File: config.mk
export PLATFORM = sky130hd
export DESIGN_NAME = cpu_sequencer_flat
export DESIGN_NICKNAME = d
export VERILOG_FILES = /design/src/rtl/cpu_sequencer_if.sv /design/src/rtl/cpu_sequencer.sv /design/src/flat_wrapper.sv
export SDC_FILE = /design/constraint.sdc
export NUM_CORES = 1
export LEC_CHECK = 0
export ABC_AREA = 1
export CAP_MARGIN = 20
export CORE_MARGIN = 10
export CORE_UTILIZATION = 50
export DETAILED_ROUTE_END_ITERATION = 8
export GPL_TIMING_DRIVEN = 0
export PLACE_DENSITY = 0.78
export SLEW_MARGIN = 5
export SYNTH_ARGS = -nofsm -noshare
export SYNTH_HDL_FRONTEND = slang
export SYNTH_SLANG_ARGS = --single-unit
File: constraint.sdc
create_clock -name clk -period 2.5 [get_ports clk]
set_clock_uncertainty 0.2 [all_clocks]
set_input_delay 0.625 -clock clk [delete_from_list [all_inputs] [get_ports clk]]
set_output_delay 0.625 -clock clk [all_outputs]
set_load 0.03 [all_outputs]
File: src/rtl/cpu_sequencer_if.sv
// Fetch, ALU-control and strobe bundle between the sequencer and the rest of the CPU.
// master = sequencer side; slave = memory/ALU/datapath side.
interface cpu_sequencer_if #(
   parameter int unsigned PC_W = 11
);
   logic [PC_W-1:0] imem_addr;
   logic [15:0]     imem_rdata;
   logic            imem_valid;
   logic            zr;
   logic            ng;
   logic [5:0]      alu_ctrl;
   logic            load_acc;
   logic            load_mem;
   logic [10:0]     mem_addr;
   logic            retire;
   logic            halted;
   logic            illegal;

   modport master (
      output imem_addr, alu_ctrl, load_acc, load_mem, mem_addr, retire, halted, illegal,
      input  imem_rdata, imem_valid, zr, ng
   );

   modport slave (
      input  imem_addr, alu_ctrl, load_acc, load_mem, mem_addr, retire, halted, illegal,
      output imem_rdata, imem_valid, zr, ng
   );
endinterface

File: src/rtl/cpu_sequencer.sv
// Multi-cycle FETCH/EXEC/WB sequencer for the 16-bit accumulator CPU.
// Owns PC, instruction register and the registered ALU flags used by branches.
module cpu_sequencer #(
   parameter int unsigned    PC_W     = 11,
   parameter logic [PC_W-1:0] RESET_PC = '0
) (
   input  logic               clk,
   input  logic               rst_n,
   cpu_sequencer_if.master    bus
);

   typedef enum logic [1:0] {
      S_FETCH,
      S_EXEC,
      S_WB,
      S_HALT
   } state_t;

   localparam logic [5:0] ALU_ZERO = 6'b101010;

   state_t          r_state;
   state_t          w_state_next;
   logic [PC_W-1:0] r_pc;
   logic [15:0]     r_ir;
   logic            r_zr;
   logic            r_ng;
   logic            r_illegal;

   logic [4:0]      w_op;
   logic [5:0]      w_dec;
   logic            w_is_alu;
   logic            w_is_store;
   logic            w_is_halt;
   logic            w_is_illegal;
   logic [PC_W-1:0] w_pc_inc;
   logic [PC_W-1:0] w_target;
   logic [PC_W-1:0] w_pc_next;

   assign w_op         = r_ir[15:11];
   assign w_is_alu     = (w_op <= 5'h12);
   assign w_is_store   = (w_op == 5'h13);
   assign w_is_halt    = (w_op == 5'h17);
   assign w_is_illegal = (w_op >= 5'h18);
   assign w_pc_inc     = r_pc + PC_W'(1);
   assign w_target     = r_ir[PC_W-1:0];

   // ALU control word {zx,nx,zy,ny,f,no}; non-ALU opcodes select constant 0.
   always_comb begin
      w_dec = ALU_ZERO;
      case (w_op)
         5'h00: w_dec = 6'b101010;
         5'h01: w_dec = 6'b111111;
         5'h02: w_dec = 6'b111010;
         5'h03: w_dec = 6'b001100;
         5'h04: w_dec = 6'b110001;
         5'h05: w_dec = 6'b001101;
         5'h06: w_dec = 6'b100001;
         5'h07: w_dec = 6'b001111;
         5'h08: w_dec = 6'b110011;
         5'h09: w_dec = 6'b011111;
         5'h0A: w_dec = 6'b110111;
         5'h0B: w_dec = 6'b001110;
         5'h0C: w_dec = 6'b110010;
         5'h0D: w_dec = 6'b000010;
         5'h0E: w_dec = 6'b010011;
         5'h0F: w_dec = 6'b000111;
         5'h10: w_dec = 6'b000000;
         5'h11: w_dec = 6'b010101;
         default: w_dec = ALU_ZERO;
      endcase
   end

   // Branches test the flags captured at the last ALU write-back, not live zr/ng.
   always_comb begin
      w_pc_next = w_pc_inc;
      case (w_op)
         5'h14: w_pc_next = w_target;
         5'h15: w_pc_next = r_zr ? w_target : w_pc_inc;
         5'h16: w_pc_next = r_ng ? w_target : w_pc_inc;
         5'h17: w_pc_next = r_pc;
         default: w_pc_next = w_pc_inc;
      endcase
   end

   always_ff @(posedge clk) begin
      if (!rst_n) begin
         r_state <= S_FETCH;
      end else begin
         r_state <= w_state_next;
      end
   end

   always_comb begin
      w_state_next = r_state;
      case (r_state)
         S_FETCH: if (bus.imem_valid) w_state_next = S_EXEC;
         S_EXEC:  w_state_next = S_WB;
         S_WB:    w_state_next = w_is_halt ? S_HALT : S_FETCH;
         S_HALT:  w_state_next = S_HALT;
         default: w_state_next = S_FETCH;
      endcase
   end

   always_ff @(posedge clk) begin
      if (!rst_n) begin
         r_pc      <= RESET_PC;
         r_ir      <= '0;
         r_zr      <= 1'b0;
         r_ng      <= 1'b0;
         r_illegal <= 1'b0;
      end else begin
         if (r_state == S_FETCH && bus.imem_valid) begin
            r_ir <= bus.imem_rdata;
         end
         if (r_state == S_WB) begin
            r_pc <= w_pc_next;
            if (w_is_alu) begin
               r_zr <= bus.zr;
               r_ng <= bus.ng;
            end
            if (w_is_illegal) begin
               r_illegal <= 1'b1;
            end
         end
      end
   end

   assign bus.imem_addr = r_pc;
   assign bus.mem_addr  = r_ir[10:0];
   assign bus.illegal   = r_illegal;

   always_comb begin
      bus.alu_ctrl = ALU_ZERO;
      bus.load_acc = 1'b0;
      bus.load_mem = 1'b0;
      bus.retire   = 1'b0;
      bus.halted   = 1'b0;
      case (r_state)
         S_EXEC: bus.alu_ctrl = w_dec;
         S_WB: begin
            bus.alu_ctrl = w_dec;
            bus.load_acc = w_is_alu;
            bus.load_mem = w_is_store;
            bus.retire   = 1'b1;
         end
         S_HALT:  bus.halted = 1'b1;
         default: ;
      endcase
   end

endmodule

File: src/flat_wrapper.sv
// flat-port wrapper written by rule: the top's interface ports become plain ports
module cpu_sequencer_flat 
#(
   parameter int unsigned    PC_W     = 11,
   parameter logic [PC_W-1:0] RESET_PC = '0
)
  (clk, rst_n, bus_imem_addr, bus_alu_ctrl, bus_load_acc, bus_load_mem, bus_mem_addr, bus_retire, bus_halted, bus_illegal, bus_imem_rdata, bus_imem_valid, bus_zr, bus_ng);
  cpu_sequencer_if #(.PC_W(PC_W)) bus_i ();
  input  logic clk;
  input  logic rst_n;
  output wire logic [$bits(bus_i.imem_addr)-1:0] bus_imem_addr;
  output wire logic [$bits(bus_i.alu_ctrl)-1:0] bus_alu_ctrl;
  output wire logic [$bits(bus_i.load_acc)-1:0] bus_load_acc;
  output wire logic [$bits(bus_i.load_mem)-1:0] bus_load_mem;
  output wire logic [$bits(bus_i.mem_addr)-1:0] bus_mem_addr;
  output wire logic [$bits(bus_i.retire)-1:0] bus_retire;
  output wire logic [$bits(bus_i.halted)-1:0] bus_halted;
  output wire logic [$bits(bus_i.illegal)-1:0] bus_illegal;
  input wire logic [$bits(bus_i.imem_rdata)-1:0] bus_imem_rdata;
  input wire logic [$bits(bus_i.imem_valid)-1:0] bus_imem_valid;
  input wire logic [$bits(bus_i.zr)-1:0] bus_zr;
  input wire logic [$bits(bus_i.ng)-1:0] bus_ng;
  assign bus_imem_addr = bus_i.imem_addr;
  assign bus_alu_ctrl = bus_i.alu_ctrl;
  assign bus_load_acc = bus_i.load_acc;
  assign bus_load_mem = bus_i.load_mem;
  assign bus_mem_addr = bus_i.mem_addr;
  assign bus_retire = bus_i.retire;
  assign bus_halted = bus_i.halted;
  assign bus_illegal = bus_i.illegal;
  assign bus_i.imem_rdata = bus_imem_rdata;
  assign bus_i.imem_valid = bus_imem_valid;
  assign bus_i.zr = bus_zr;
  assign bus_i.ng = bus_ng;
  cpu_sequencer #(.PC_W(PC_W), .RESET_PC(RESET_PC)) u_core (.clk(clk), .rst_n(rst_n), .bus(bus_i));
endmodule
==> results.md, run 1 <==
- IO buf count: between 50 and 60
- Synth Register Bits: 38
- Post-Syn Instances: approximately 330
- Main synth FF type: dfxtp_1
- Initial antenna violation count: 0
- Outcome: finished, final reports clean
- Hold Path Stages: 1
- Vias after detailed routing: between 2000 and 2500
- Worst-path clk slew: 0.07 ns
- HPWL Detailed: about 4.6 mm
- Mapped Avg Cell Area: between 6 and 7 um2
- Fin util: slightly below 70%
- Worst slew pin tran: around 0.48 ns
- CP Launch Point: u_core.r_state[0]
- Max-slew headroom: 68.25%
- Syn nets: 360
- Critical path class: reg -> out
- Final setup violation count: 0
- CTS Sinks: 38
- Xor and xnor fraction of the mapped netlist area: less than 1%
- Number of top-level pins: 54
- Area occupied by multi-input gates: approximately 1200 um2
- Die area: between 7000 and 8000 um2
- Std-Cell Rows: 24
- Layout net count: 420
- Static leakage: 1.349 nW
- Drt via density: roughly 5
- FF-to-FF Start: u_core.r_state[0]
- Gpl congestion: ~0.9
- Core area: 4354 um2
- Yosys warning count: 0
- CP startpoint kind: flop
- Register area share after synthesis: 33.80%
- Pwr Total: just over 0.002 W
- Setup slack, reg-to-reg: around 0.22 ns
- DRC: 0
- Worst setup margin: about 0.11 ns
- Post-DP Area: between 2000 and 3000 um2
- Min Tclk post-route: ~2.4 ns
- Avg WL per Cell: about 13 um
- Register area: ~760 um2
- Critical Path AT: about 1.6 ns
- Die Ht: roughly 87 um
- Hold Crit Class: reg -> reg
- Synth Area in Compound Gates: 14.79%
- R2R depth: 12
- Root buffer cell: clkbuf_8
- Pre-CTS setup slack: -0.3128 ns
- Hold worst-path end: u_core.bus.illegal
- Fmax: 0.4178 GHz
- Terminus of the critical flop-to-flop path: u_core.w_dec[4]
- FILL cells: ~410
- First-pass GRT wire length: slightly below 10 mm
- CTS Buf Count: 5
- H-tree Lvls: 2
- Clk Latency, worst-skew pair: a little under 0.3 ns
- Post-synth EDFFs: 0
- Final Max Slew Viols: 0
- Maxcap violations: 0
- DRT iter0 DRCs: 138
- Ys async rst share: 0%
- Maximum VDD drop: roughly 0.37 mV
- Largest family of logic cells by synthesized area: simple AND/OR/NAND/NOR gates
- CP endpoint kind: output port
- Largest net degree at the start of global routing: 12
- Post-DRT Antenna Nets: 0
- Initial core utilization: about half
- RSZ-0062 raised after global routing: true
- ANT cells: 0
- Ratio of cells with drive above 1 in the final layout: about 16%
- Final Hold Fails: 0
- Drt first pass iters: 4
- Synthesized-area fraction occupied by and/or/nand/nor cells: 31.30%
- Mapped Area: around 2300 um2
- Post-Synth Adder-Cell Area: 5.559%
- Total gr overflow: 0
- Mux share of post-synthesis cell area: 0%
- Detailed Route WL: a little under 6 mm
- Area growth syn-to-layout: 30.46%
- Critical path peak fanout: 6
- Final period util: 95.74%
- Final instance area: just under 3000 um2
- Die width: a little under 90 um
- Power Density: between 700 and 800 nW/um2
- CP required: ~1.7 ns
- Max clock buf depth: 2
- Distinct cells, synth: 36
- GRT Total Usage: approximately 16%
- Cts hold-fix bufs: 0
- CTS tree: built
- HP Start: u_core.bus.illegal
- Vias in the first global route: just over 2000
## flip-flops by register name, summed over array words and instances, names as in the netlist
name,count
u_core.r_zr,1
u_core.r_ir,16
u_core.r_state,2
u_core.bus.imem_addr,11
u_core.r_ng,1
u_core.w_dec,6
u_core.bus.illegal,1
## placed cells by master, fill, tap and decap left out, drive strengths merged
| cell | n |
|---|---|
| nand3 | 28 |
| a21oi | 15 |
| clkbuf | 15 |
| nand2 | 66 |
| o21a | 2 |
| nor2 | 50 |
| clkdlybuf4s15 | 2 |
| nor4 | 1 |
| xor2 | 1 |
| xnor2 | 1 |
| o211ai | 3 |
| clkdlybuf4s50 | 43 |
| a31oi | 1 |
| clkinv | 2 |
| o21bai | 2 |
| inv | 45 |
| nor3 | 5 |
| a21o | 1 |
| o221ai | 1 |
| dfxtp | 38 |
| dlygate4sd2 | 1 |
| or2 | 1 |
| o21ai | 34 |
| nand4 | 3 |
| ha | 10 |
| buf | 19 |
## metal layers
layer	global-route usage, %	up-vias	routed length [um]
li1	-	1166	-
met4	5.507	0	127
met3	5.524	12	339
met5	0	-	0
met2	25.12	50	2838
met1	19.66	1020	2586
## cells by family (layout without fill, tap and decap cells)
logic type | Yosys count | after routing
AO/OA/AOI/OAI | 59 | 59
buffers and inverters | 66 | 127
adder cells (fa/ha/maj) | 10 | 10
XOR/XNOR | 2 | 2
flip-flops | 38 | 38
AND/OR/NAND/NOR | 154 | 154
## report_power, final
| group | leakage, nW | switching [W] | internal [W] | total, W |
|---|---|---|---|---|
| clock network | 0.0482 | 0.000217 | 0.000223 | 0.000440 |
| logic | 0.987 | 0.000503 | 0.000325 | 0.000828 |
| registers | 0.313 | 0.0000868 | 0.000711 | 0.000798 |
| total | 1.35 | 0.000807 | 0.00126 | 0.00206 |
## how the worst max path moves through the flow
stage,end,cells past startpoint
3_3_place_gp,u_core.w_dec[4],11
2_1_floorplan,bus_load_mem,4
4_1_cts,bus_alu_ctrl[4],5
3_5_place_dp,u_core.w_dec[4],11
5_1_grt,u_core.w_dec[4],11
6_report,bus_alu_ctrl[1],4
## worst max-delay path: stages, from the launching register on
cell	delay [ns]
dfxtp_2	0.36
inv_1	0.08
ha_1	0.37
nand2_1	0.10
clkdlybuf4s15_1	0.37
## metrics by stage
| stage | setup TNS (ns) | cells | hold slack [ns] |
|---|---|---|---|
| detailed placement | -1.268 | 433 | 0.2860 |
| finish | 0 | 442 | 0.3064 |
| global placement | -1.219 | 433 | 0.2495 |
| global route | -0.01535 | 442 | 0.3313 |
| floorplan | 0 | 329 | 0.2445 |
| CTS | 0 | 441 | 0.3122 |
## area by class of cell
cell class	count	share of cell area, %
clock inverter	1	0.1704
clock buffer	7	2.940
sequential	38	25.99
tap	52	2.216
timing repair buffer	53	16.92
buffer	20	4.815
multi-input combinational	225	41.07
inverter	46	5.880
## synthesized netlist by cell type, types with 2 or more instances
master,n,area share [%]
nor3_2,2,0.89
inv_2,8,1.3
ha_1,10,5.6
o21ai_1,5,1.1
dfxtp_1,38,34
clkbuf_1,4,0.67
a21oi_1,15,3.3
nand2_1,60,10
nand3_1,27,6.0
buf_2,2,0.44
o21a_1,2,0.67
nand2_2,4,1.1
o21ai_2,2,0.78
nand2_4,2,1.0
nor2_2,4,1.1
buf_4,12,4.0
nand4_1,2,0.56
o21bai_1,2,0.67
nor3_1,3,0.67
nor2_1,45,7.5
inv_1,37,6.2
o21ai_0,27,6.0
o211ai_1,2,0.67
buf_6,2,1.0
## timing repair
item | 4_1_cts | 5_1_grt
buffers inserted | 0 | 1
resized for setup | 22 | 15
cloned | 0 | 0
setup endpoints to repair | 10 | 12
pin swaps | 1 | 1
No activity file was read; power rests on OpenSTA's default activity.
==> run 2, diff against run 1 <==
--- a/config.mk
+++ b/config.mk
@@ -7,7 +7,7 @@
 export LEC_CHECK = 0
 export ABC_AREA = 1
 export CAP_MARGIN = 20
-export CORE_MARGIN = 10
+export CORE_MARGIN = 5
 export CORE_UTILIZATION = 50
 export DETAILED_ROUTE_END_ITERATION = 8
 export GPL_TIMING_DRIVEN = 0
==> results.md, run 2 (synthesis gave the netlist of run 1 again) <==
- Critical Path AT: 1.60 ns (+0.03 ns)
- Most common cell after layout, fill and taps aside: nand2_1
- Maximum VDD drop: 0.4367 mV (+17%)
- Die area: 5944 um2 (-22%)
- Power Density: 700.7 nW/um2 (-0.36%)
- CTS Buf Count: 5 (unchanged)
- Largest net degree at the start of global routing: 12 (unchanged)
- Ratio of cells with drive above 1 in the final layout: 15.90% (-0.26 points)
- Die Ht: 77.10 um (-11%)
- Total gr overflow: 0 (unchanged)
- FILL cells: 405 (-0.98%)
- CP endpoint kind: output port
- Root buffer cell: clkbuf_8
- Pwr Total: 0.002055 W (-0.48%)
- Post-DP Area: 2843 um2 (unchanged)
- GRT Total Usage: 19.25% (+3.3 points)
- Critical path class: reg -> out
- Drt via density: 4.934 (-3.0%)
- Post-DRT Antenna Nets: 0 (unchanged)
- Avg WL per Cell: 12.47 um (-6.4%)
- Outcome: finished, final reports clean
- Max reg flops: 16 (unchanged)
- HPWL Detailed: 4.342 mm (-6.6%)
- Layout Cells excl Fill: 442 (unchanged)
- Setup slack, reg-to-reg: 0.17 ns (-0.05 ns)
- Cell Chain, Critical Path: inv_1, ha_1, nand2_1, clkdlybuf4s15_1
- Largest stage delay, worst path: 0.38 ns (about the same)
- Hold Crit Class: reg -> reg
- Fmax: 0.4124 GHz (-1.3%)
- Most frequent cells in the layout: nand2_1, nor2_1, clkdlybuf4s50_1
- Hold Path Stages: 1 (unchanged)
- Gpl congestion: 0.9361 (+3.5%)
- Final instance area: 2933 um2 (-0.13%)
- R2R depth: 12 (unchanged)
- Largest Register: u_core.r_ir
- CP Launch Point: u_core.r_state[0]
- CP startpoint kind: flop
- Area growth syn-to-layout: 30.29%
- Worst slew pin tran: 0.4915 ns (+0.01525 ns)
- Min Tclk post-route: 2.425 ns (+0.03111 ns)
- Layout net count: 420 (unchanged)
- Std-Cell Rows: 24 (unchanged)
- Final period util: 96.99% (+1.2 points)
- Max clock buf depth: 2 (unchanged)
- HP Start: u_core.bus.illegal
- Initial core utilization: 51.70% (unchanged)
- FF-to-FF Start: u_core.r_state[0]
- Final Hold Fails: 0 (unchanged)
- Crit-path slowest cell: dfxtp_1
- Number of top-level pins: 54 (unchanged)
- Placed insts: 433 (unchanged)
- Critical path peak fanout: 6 (unchanged)
- CP required: 1.67 ns (about the same)
- Setup_tns: 0 ns (unchanged)
- Worst-path clk slew: 0.07 ns (about the same)
- Detailed Route WL: 5.513 mm (-6.4%)
- Terminus of the critical flop-to-flop path: u_core.w_dec[4]
- Core area: 4354 um2 (unchanged)
- Vias after detailed routing: 2181 (-3.0%)
- H-tree Lvls: 2 (unchanged)
- First-pass GRT wire length: 9.494 mm (-3.3%)
- Initial antenna violation count: 0 (unchanged)
- CTS tree: built
- Die width: 77.10 um (-11%)
- RSZ-0062 raised after global routing: true
- Static leakage: 1.348 nW (about the same)
- Final Max Slew Viols: 0 (unchanged)
- Drt first pass iters: 4 (unchanged)
- Clk Latency, worst-skew pair: 0.29 ns (about the same)
- Vias in the first global route: 2130 (+3.8%)
- Max-slew headroom: 67.23% (-1.0 points)
- Hold worst-path end: u_core.bus.illegal
- DRC: 0 (unchanged)
- Maxcap violations: 0 (unchanged)
- CTS Sinks: 38 (unchanged)
- Final setup violation count: 0 (unchanged)
- DRT iter0 DRCs: 95 (-31%)
- IO buf count: 52 (unchanged)
- ANT cells: 0 (unchanged)
run 2: final cells by class:
type | count | area (um2) | share of cell area (%)
multi-input cells | 225 | 1206 | 41.13
clock inverters | 1 | 5.005 | 0.1706
repair buffers | 53 | 494.2 | 16.85
plain buffers | 20 | 141.4 | 4.821
well taps | 52 | 65.06 | 2.218
flip-flops and latches | 38 | 762.0 | 25.98
clock buffers | 7 | 86.33 | 2.944
inverters | 46 | 172.7 | 5.887
run 2: repair_timing:
item | CTS | global route
setup buffers | 0 | 1
pin swaps | 1 | 1
hold buffers | 0 | 0
cloned | 0 | 0
endpoints found under the setup margin | 10 | 12
gates resized for setup | 19 | 18
run 2: report_power, final:
group          internal (W)  leakage [nW]  switching [W]  total (W)
clock network      0.000223        0.0482       0.000214   0.000437
registers          0.000710         0.313      0.0000861   0.000796
logic              0.000325         0.986       0.000497   0.000822
total               0.00126          1.35       0.000797    0.00205
run 2: routing by layer:
layer  up-vias  routed length, um  global-route usage (%)
met5         -                  0                       0
met4         0                 92                   6.357
met3        10                327                   5.152
met2        52               2666                   32.85
met1       959               2427                   23.29
li1       1160                  -                       -
run 2: worst max path at each step:
stage,end,slack [ns],cells past startpoint
final,bus_alu_ctrl[3],0.08,4
after floorplan,bus_load_mem,0.12,4
after global routing,u_core.w_dec[4],-0.007,11
after CTS,bus_load_acc,-0.04,7
after global placement,u_core.w_dec[4],-0.29,11
after detailed placement,u_core.w_dec[4],-0.33,11
run 2: worst max-delay path: cells and delay by family, from the launching register on:
kind / cells / cell delay, ns
fa+ha+maj: 1 / 0.37
buf+inv: 2 / 0.47
flops: 1 / 0.38
simple gates: 1 / 0.09
run 2: stage by stage:
stage / setup WS [ns] / hold WS (ns) / utilization [%]
final: 0.07532 / 0.2906 / 67.36
after global routing: -0.006972 / 0.3236 / 67.36
after CTS: -0.03690 / 0.2820 / 67.16
after detailed placement: -0.3345 / 0.2545 / 65.29
after global placement: -0.2944 / 0.2590 / 65.29
after floorplan: 0.1151 / 0.2445 / -
